`src/rtl/kb_hex_entry_if.sv`:
```
// Keyboard event inputs, committed-value outputs and display scan outputs of kb_hex_entry.
// master = keyboard side / observer, slave = the entry unit.
interface kb_hex_entry_if #(
  parameter int DIGITS = 4,
  parameter int CW     = $clog2(DIGITS + 1)
);
  logic                  key_valid;
  logic [8:0]            key_code;
  logic                  key_make;
  logic [4*DIGITS-1:0]   value;
  logic                  value_valid;
  logic                  err;
  logic [CW-1:0]         count;
  logic [DIGITS-1:0]     ssd_ctl;
  logic [3:0]            scan_bcd;
  logic                  scan_blank;

  modport master (
    output key_valid, key_code, key_make,
    input  value, value_valid, err, count, ssd_ctl, scan_bcd, scan_blank
  );

  modport slave (
    input  key_valid, key_code, key_make,
    output value, value_valid, err, count, ssd_ctl, scan_bcd, scan_blank
  );
endinterface

```
`src/rtl/kb_hex_entry.sv`:
```
// PS/2 make events -> hex entry buffer with edit keys, plus a time-multiplexed display scan.
// Events take effect on the next edge; no backpressure, one event per cycle is always accepted.
module kb_hex_entry #(
  parameter int DIGITS      = 4,
  parameter int REFRESH_DIV = 100000,
  parameter int CW          = $clog2(DIGITS + 1)
) (
  input logic          clk,
  input logic          rst,
  kb_hex_entry_if.slave kb
);
  localparam int BW = 4 * DIGITS;
  localparam int DW = $clog2(REFRESH_DIV);
  localparam int SW = $clog2(DIGITS);
  localparam logic [CW-1:0] FULL     = CW'(DIGITS);
  localparam logic [DW-1:0] DIV_LAST = DW'(REFRESH_DIV - 1);
  localparam logic [SW-1:0] IDX_LAST = SW'(DIGITS - 1);

  logic [BW-1:0] buf_r;
  logic [CW-1:0] count_r;
  logic [BW-1:0] value_r;
  logic          value_valid_r;
  logic          err_r;
  logic          held;
  logic [7:0]    held_code;
  logic [DW-1:0] div_r;
  logic [SW-1:0] scan_idx;

  logic       is_hex;
  logic [3:0] hex_val;
  logic       accept;
  logic       brk_hit;

  always_comb begin
    is_hex  = 1'b1;
    hex_val = 4'h0;
    case (kb.key_code[7:0])
      8'h45: hex_val = 4'h0;
      8'h16: hex_val = 4'h1;
      8'h1E: hex_val = 4'h2;
      8'h26: hex_val = 4'h3;
      8'h25: hex_val = 4'h4;
      8'h2E: hex_val = 4'h5;
      8'h36: hex_val = 4'h6;
      8'h3D: hex_val = 4'h7;
      8'h3E: hex_val = 4'h8;
      8'h46: hex_val = 4'h9;
      8'h1C: hex_val = 4'hA;
      8'h32: hex_val = 4'hB;
      8'h21: hex_val = 4'hC;
      8'h23: hex_val = 4'hD;
      8'h24: hex_val = 4'hE;
      8'h2B: hex_val = 4'hF;
      default: is_hex = 1'b0;
    endcase
  end

  // Typematic repeats arrive as makes of the code already held down.
  assign accept  = kb.key_valid && kb.key_make && !kb.key_code[8] &&
                   !(held && (kb.key_code[7:0] == held_code));
  assign brk_hit = kb.key_valid && !kb.key_make && (kb.key_code == {1'b0, held_code});

  always_ff @(posedge clk or negedge rst) begin
    if (!rst) begin
      buf_r         <= '0;
      count_r       <= '0;
      value_r       <= '0;
      value_valid_r <= 1'b0;
      err_r         <= 1'b0;
      held          <= 1'b0;
      held_code     <= 8'h00;
    end else begin
      value_valid_r <= 1'b0;
      err_r         <= 1'b0;
      if (brk_hit) begin
        held <= 1'b0;
      end
      if (accept) begin
        held      <= 1'b1;
        held_code <= kb.key_code[7:0];
        if (is_hex) begin
          if (count_r < FULL) begin
            buf_r   <= {buf_r[BW-5:0], hex_val};
            count_r <= count_r + CW'(1);
          end else begin
            err_r <= 1'b1;
          end
        end else begin
          case (kb.key_code[7:0])
            8'h66: begin
              if (count_r != '0) begin
                buf_r   <= {4'h0, buf_r[BW-1:4]};
                count_r <= count_r - CW'(1);
              end else begin
                err_r <= 1'b1;
              end
            end
            8'h76: begin
              buf_r   <= '0;
              count_r <= '0;
            end
            8'h5A: begin
              if (count_r != '0) begin
                value_r       <= buf_r;
                value_valid_r <= 1'b1;
                buf_r         <= '0;
                count_r       <= '0;
              end else begin
                err_r <= 1'b1;
              end
            end
            default: ;
          endcase
        end
      end
    end
  end

  always_ff @(posedge clk or negedge rst) begin
    if (!rst) begin
      div_r    <= '0;
      scan_idx <= '0;
    end else if (div_r == DIV_LAST) begin
      div_r    <= '0;
      scan_idx <= (scan_idx == IDX_LAST) ? '0 : scan_idx + SW'(1);
    end else begin
      div_r <= div_r + DW'(1);
    end
  end

  assign kb.value       = value_r;
  assign kb.value_valid = value_valid_r;
  assign kb.err         = err_r;
  assign kb.count       = count_r;
  assign kb.ssd_ctl     = ~(DIGITS'(1) << scan_idx);
  assign kb.scan_bcd    = buf_r[{scan_idx, 2'b00} +: 4];
  // Digit 0 stays lit so an empty buffer reads "0".
  assign kb.scan_blank  = (scan_idx != '0) && (32'(scan_idx) >= 32'(count_r));
endmodule

```
`src/flat_wrapper.sv`:
```
// flat-port wrapper written by rule: the top's interface ports become plain ports
module kb_hex_entry_flat 
#(
  parameter int DIGITS      = 4,
  parameter int REFRESH_DIV = 100000,
  parameter int CW          = $clog2(DIGITS + 1)
)
  (clk, rst, kb_key_valid, kb_key_code, kb_key_make, kb_value, kb_value_valid, kb_err, kb_count, kb_ssd_ctl, kb_scan_bcd, kb_scan_blank);
  kb_hex_entry_if #(.DIGITS(DIGITS), .CW(CW)) kb_i ();
  input logic clk;
  input logic rst;
  input wire logic [$bits(kb_i.key_valid)-1:0] kb_key_valid;
  input wire logic [$bits(kb_i.key_code)-1:0] kb_key_code;
  input wire logic [$bits(kb_i.key_make)-1:0] kb_key_make;
  output wire logic [$bits(kb_i.value)-1:0] kb_value;
  output wire logic [$bits(kb_i.value_valid)-1:0] kb_value_valid;
  output wire logic [$bits(kb_i.err)-1:0] kb_err;
  output wire logic [$bits(kb_i.count)-1:0] kb_count;
  output wire logic [$bits(kb_i.ssd_ctl)-1:0] kb_ssd_ctl;
  output wire logic [$bits(kb_i.scan_bcd)-1:0] kb_scan_bcd;
  output wire logic [$bits(kb_i.scan_blank)-1:0] kb_scan_blank;
  assign kb_i.key_valid = kb_key_valid;
  assign kb_i.key_code = kb_key_code;
  assign kb_i.key_make = kb_key_make;
  assign kb_value = kb_i.value;
  assign kb_value_valid = kb_i.value_valid;
  assign kb_err = kb_i.err;
  assign kb_count = kb_i.count;
  assign kb_ssd_ctl = kb_i.ssd_ctl;
  assign kb_scan_bcd = kb_i.scan_bcd;
  assign kb_scan_blank = kb_i.scan_blank;
  kb_hex_entry #(.DIGITS(DIGITS), .REFRESH_DIV(REFRESH_DIV), .CW(CW)) u_core (.clk(clk), .rst(rst), .kb(kb_i));
endmodule
```
`config.mk`:
```
export PLATFORM = sky130hd
export DESIGN_NAME = kb_hex_entry_flat
export DESIGN_NICKNAME = d
export VERILOG_FILES = /design/src/rtl/kb_hex_entry_if.sv /design/src/rtl/kb_hex_entry.sv /design/src/flat_wrapper.sv
export SDC_FILE = /design/constraint.sdc
export NUM_CORES = 1
export LEC_CHECK = 0
export CAP_MARGIN = 20
export CORE_MARGIN = 2
export CORE_UTILIZATION = 40
export DETAILED_ROUTE_END_ITERATION = 12
export DONT_BUFFER_PORTS = 1
export GPL_TIMING_DRIVEN = 0
export PLACE_DENSITY = 0.59
export RECOVER_POWER = 25
export SLEW_MARGIN = 25
export SYNTH_ARGS = -nofsm -noshare
export SYNTH_HDL_FRONTEND = slang
export SYNTH_SLANG_ARGS = --single-unit
```
`constraint.sdc`:
```
create_clock -name clk -period 2.98 [get_ports clk]
set_clock_uncertainty 0.15 [all_clocks]
set_input_delay 0.298 -clock clk [delete_from_list [all_inputs] [get_ports clk]]
set_output_delay 0.298 -clock clk [all_outputs]
set_load 0.03 [all_outputs]
```
==> flow_summary.ini <==
[detailed_routing]
drt_iter0_drc = 78
viasPerCell = 5.57
ant_nets = 0
drcViolationCount = 0
drt-total-wl_mm = 7.85
first_pass_iters = 4
num_vias = 2521
avgRoutedWirePerCell_um = 17.3

[sta]
maxSlewViolCount = 66
layout_min_cycle_time_ps = 2760
tns_ps = 0
max_slew_margin = -0.120
hold_viol = 0
worst_pin_slew_ps = 1680
min_period_over_period = 0.926
setup_viol = 0
max_freq_mhz = 362
rsz0062_at_grt = no
setup_ws_ps = 221

[global_routing]
antenna_found_initial = 0
grt_max_degree = 66
grt_pass1_vias = 2568
grt_first_pass_wirelength_mm = 13.2
grt_overflow = 0
grt_use_total = 0.170

[finish]
antennaDiodeCount = 0
layout_commonest_cell = dfrtp_1
multi_input_area_sq_um = 1830
n_fill_cell = 841
regArea_sq_um = 1630
final_cell_mix = dfrtp_1, mux2_2, nor2_1
layout.nets = 363
design_area_sq_um = 4010
drive_gt1_frac = 0.200
area_delta_synth_final_pct = 10.6

[placed_design]
routabilityCongestion = 0.827
pre_cts_slack_ps = 271
place_area_sq_um = 3760
portBuffers = 0
place_hpwl_mm = 5.47

[synth]
synth_async_sr_flop_share = 1.00
synthesis.nets = 347
avgSynthCellArea_sq_um = 11.2
syn_inst = 324
ys.flop_type = dfrtp_1
ys_seq_elements = 65
ys_types = 57
synth-seq-area-share = 0.448
synth.cell_area_sq_um = 3630
synth-edff-count = 0
synth_warnings = 0

[die]
row_count = 34
fp.dieH_um = 99.2
fp.dieW_um = 99.2
core_area_sq_um = 8760
pin_count = 43
die_area_sq_um = 9850
initial_utilization = 0.414

[worst_setup_path]
reg2reg_to = u_core.buf_r[0]$_DFFE_PN0P_
required_ps = 2530
r2r-start = u_core.kb.count[0]$_DFFE_PN0P_
rrSetupSlack_ps = 290
crit_path_end_kind = output pin
worst-endpoint-arrival_ps = 2310
cp_max_fo = 7
crit_type = reg2out
start_kind = register
worstRegToRegCells = 9

[hold_path]
hold_class = in2reg
hold_end = u_core.held_code[0]$_DFFE_PN0P_
hold_start = kb_key_code[0]
worstHoldPathCells = 2

[status]
outcome = complete, but fails checks
failed_checks = max-capacitance violations, max-slew violations

[clocking]
tritoncts = built
post_cts_buffers = 0
cts.clk_slew.worst_paths_ps = 70
clock_path_buffers = 2
clk_latency_ps = 350
root_buffer = clkbuf_8
cts-buffers-inserted = 9
clock_sinks = 65
htreeDepth = 3

[run]
max-cap-violations = 1

[pwr]
p_per_area_nw_per_um2 = 479
total_power_mw = 1.92
cellLeakagePower_nw = 1.78
peakVddDrop_uv = 277
## critical path, stage by stage, from the launching register on
cell and delay [ps]:
dfrtp_1 590, inv_1 200, ha_1 310, nand2b_1 100
a21oi_1 80, nor3_1 690
## cells in the mapped netlist, types with 5 or more instances
| cell type | count | share of area |
|---|---|---|
| a32o_1 | 10 | 0.028 |
| buf_2 | 11 | 0.015 |
| dfrtp_1 | 65 | 0.45 |
| ha_1 | 10 | 0.034 |
| inv_1 | 15 | 0.016 |
| mux2_1 | 11 | 0.034 |
| mux2_2 | 24 | 0.075 |
| mux2i_1 | 6 | 0.017 |
| nand2_1 | 19 | 0.020 |
| nand2b_1 | 6 | 0.010 |
| nand3_1 | 9 | 0.012 |
| nand4_1 | 5 | 0.0086 |
| nor2_1 | 20 | 0.021 |
| o21ai_0 | 9 | 0.012 |
| or3_1 | 5 | 0.0086 |
| xor2_1 | 18 | 0.043 |
## sequential cells by signal, summed over array words and instances (netlist names)
name                   cells
u_core.div_r              17
u_core.buf_r              16
u_core.kb.value           16
u_core.held_code           8
u_core.kb.count            3
u_core.scan_idx            2
u_core.held                1
u_core.kb.err              1
u_core.kb.value_valid      1
## metrics by stage
stage / std cells / utilization / hold slack, ps
after floorplan: 324 / - / -148
after global placement: 432 / 0.429 / -144
after detailed placement: 432 / 0.429 / -144
after CTS: 453 / 0.460 / 124
after global routing: 453 / 0.458 / 145
final: 453 / 0.458 / 139
## kinds of logic (layout without fill, tap and decap cells)
logic type,after synthesis,in the layout,synth area share
buffers and inverters,34,55,0.0483
adder cells (fa/ha/maj),10,10,0.0345
XOR/XNOR,22,22,0.0531
flip-flops,65,65,0.448
multiplexers,47,47,0.158
AO/OA/AOI/OAI,48,48,0.104
AND/OR/NAND/NOR,98,98,0.153
## cell type report
| type | instances | area share |
|---|---|---|
| Clock buffer | 10 | 0.0343 |
| Sequential cell | 65 | 0.405 |
| Multi-Input combinational cell | 225 | 0.455 |
| Tap cell | 108 | 0.0337 |
| Timing Repair Buffer | 5 | 0.0112 |
| Clock inverter | 6 | 0.0168 |
| Inverter | 16 | 0.0150 |
| Buffer | 18 | 0.0287 |
## what timing repair did
| action | 4_1_cts | 5_1_grt |
|---|---|---|
| resized for setup | 0 | 0 |
| hold buffers | 5 | 0 |
| hold endpoints to repair | 66 | 0 |
## how the worst max path moves through the flow
stage / startpoint / slack (ps) / cells after the start / to
3_5_place_dp: u_core.kb.count[0]$_DFFE_PN0P_ / 270 / 9 / u_core.buf_r[0]$_DFFE_PN0P_
6_report: u_core.scan_idx[0]$_DFFE_PN0N_ / 220 / 5 / kb_scan_blank
4_1_cts: u_core.scan_idx[0]$_DFFE_PN0N_ / 180 / 5 / kb_scan_blank
3_3_place_gp: u_core.kb.count[0]$_DFFE_PN0P_ / 320 / 9 / u_core.buf_r[0]$_DFFE_PN0P_
2_1_floorplan: u_core.kb.count[1]$_DFFE_PN0P_ / 510 / 9 / u_core.buf_r[0]$_DFFE_PN0P_
5_1_grt: u_core.scan_idx[0]$_DFFE_PN0N_ / 120 / 5 / kb_scan_blank
## routing by layer
metal / share of wire / GRT usage / vias up
met5: 0 / 0 / -
met4: 0.018 / 0.0717 / 0
met3: 0.054 / 0.0457 / 12
met2: 0.46 / 0.255 / 54
met1: 0.47 / 0.233 / 1246
li1: - / - / 1209
## report_power, final
| group | leakage [nW] | switching (mW) | total (mW) | internal (mW) |
|---|---|---|---|---|
| logic | 0.842 | 0.100 | 0.187 | 0.0870 |
| registers | 0.836 | 0.0445 | 0.965 | 0.920 |
| clock network | 0.0985 | 0.359 | 0.769 | 0.410 |
| total | 1.78 | 0.503 | 1.92 | 1.42 |
Power figures use the tool's default switching activity.
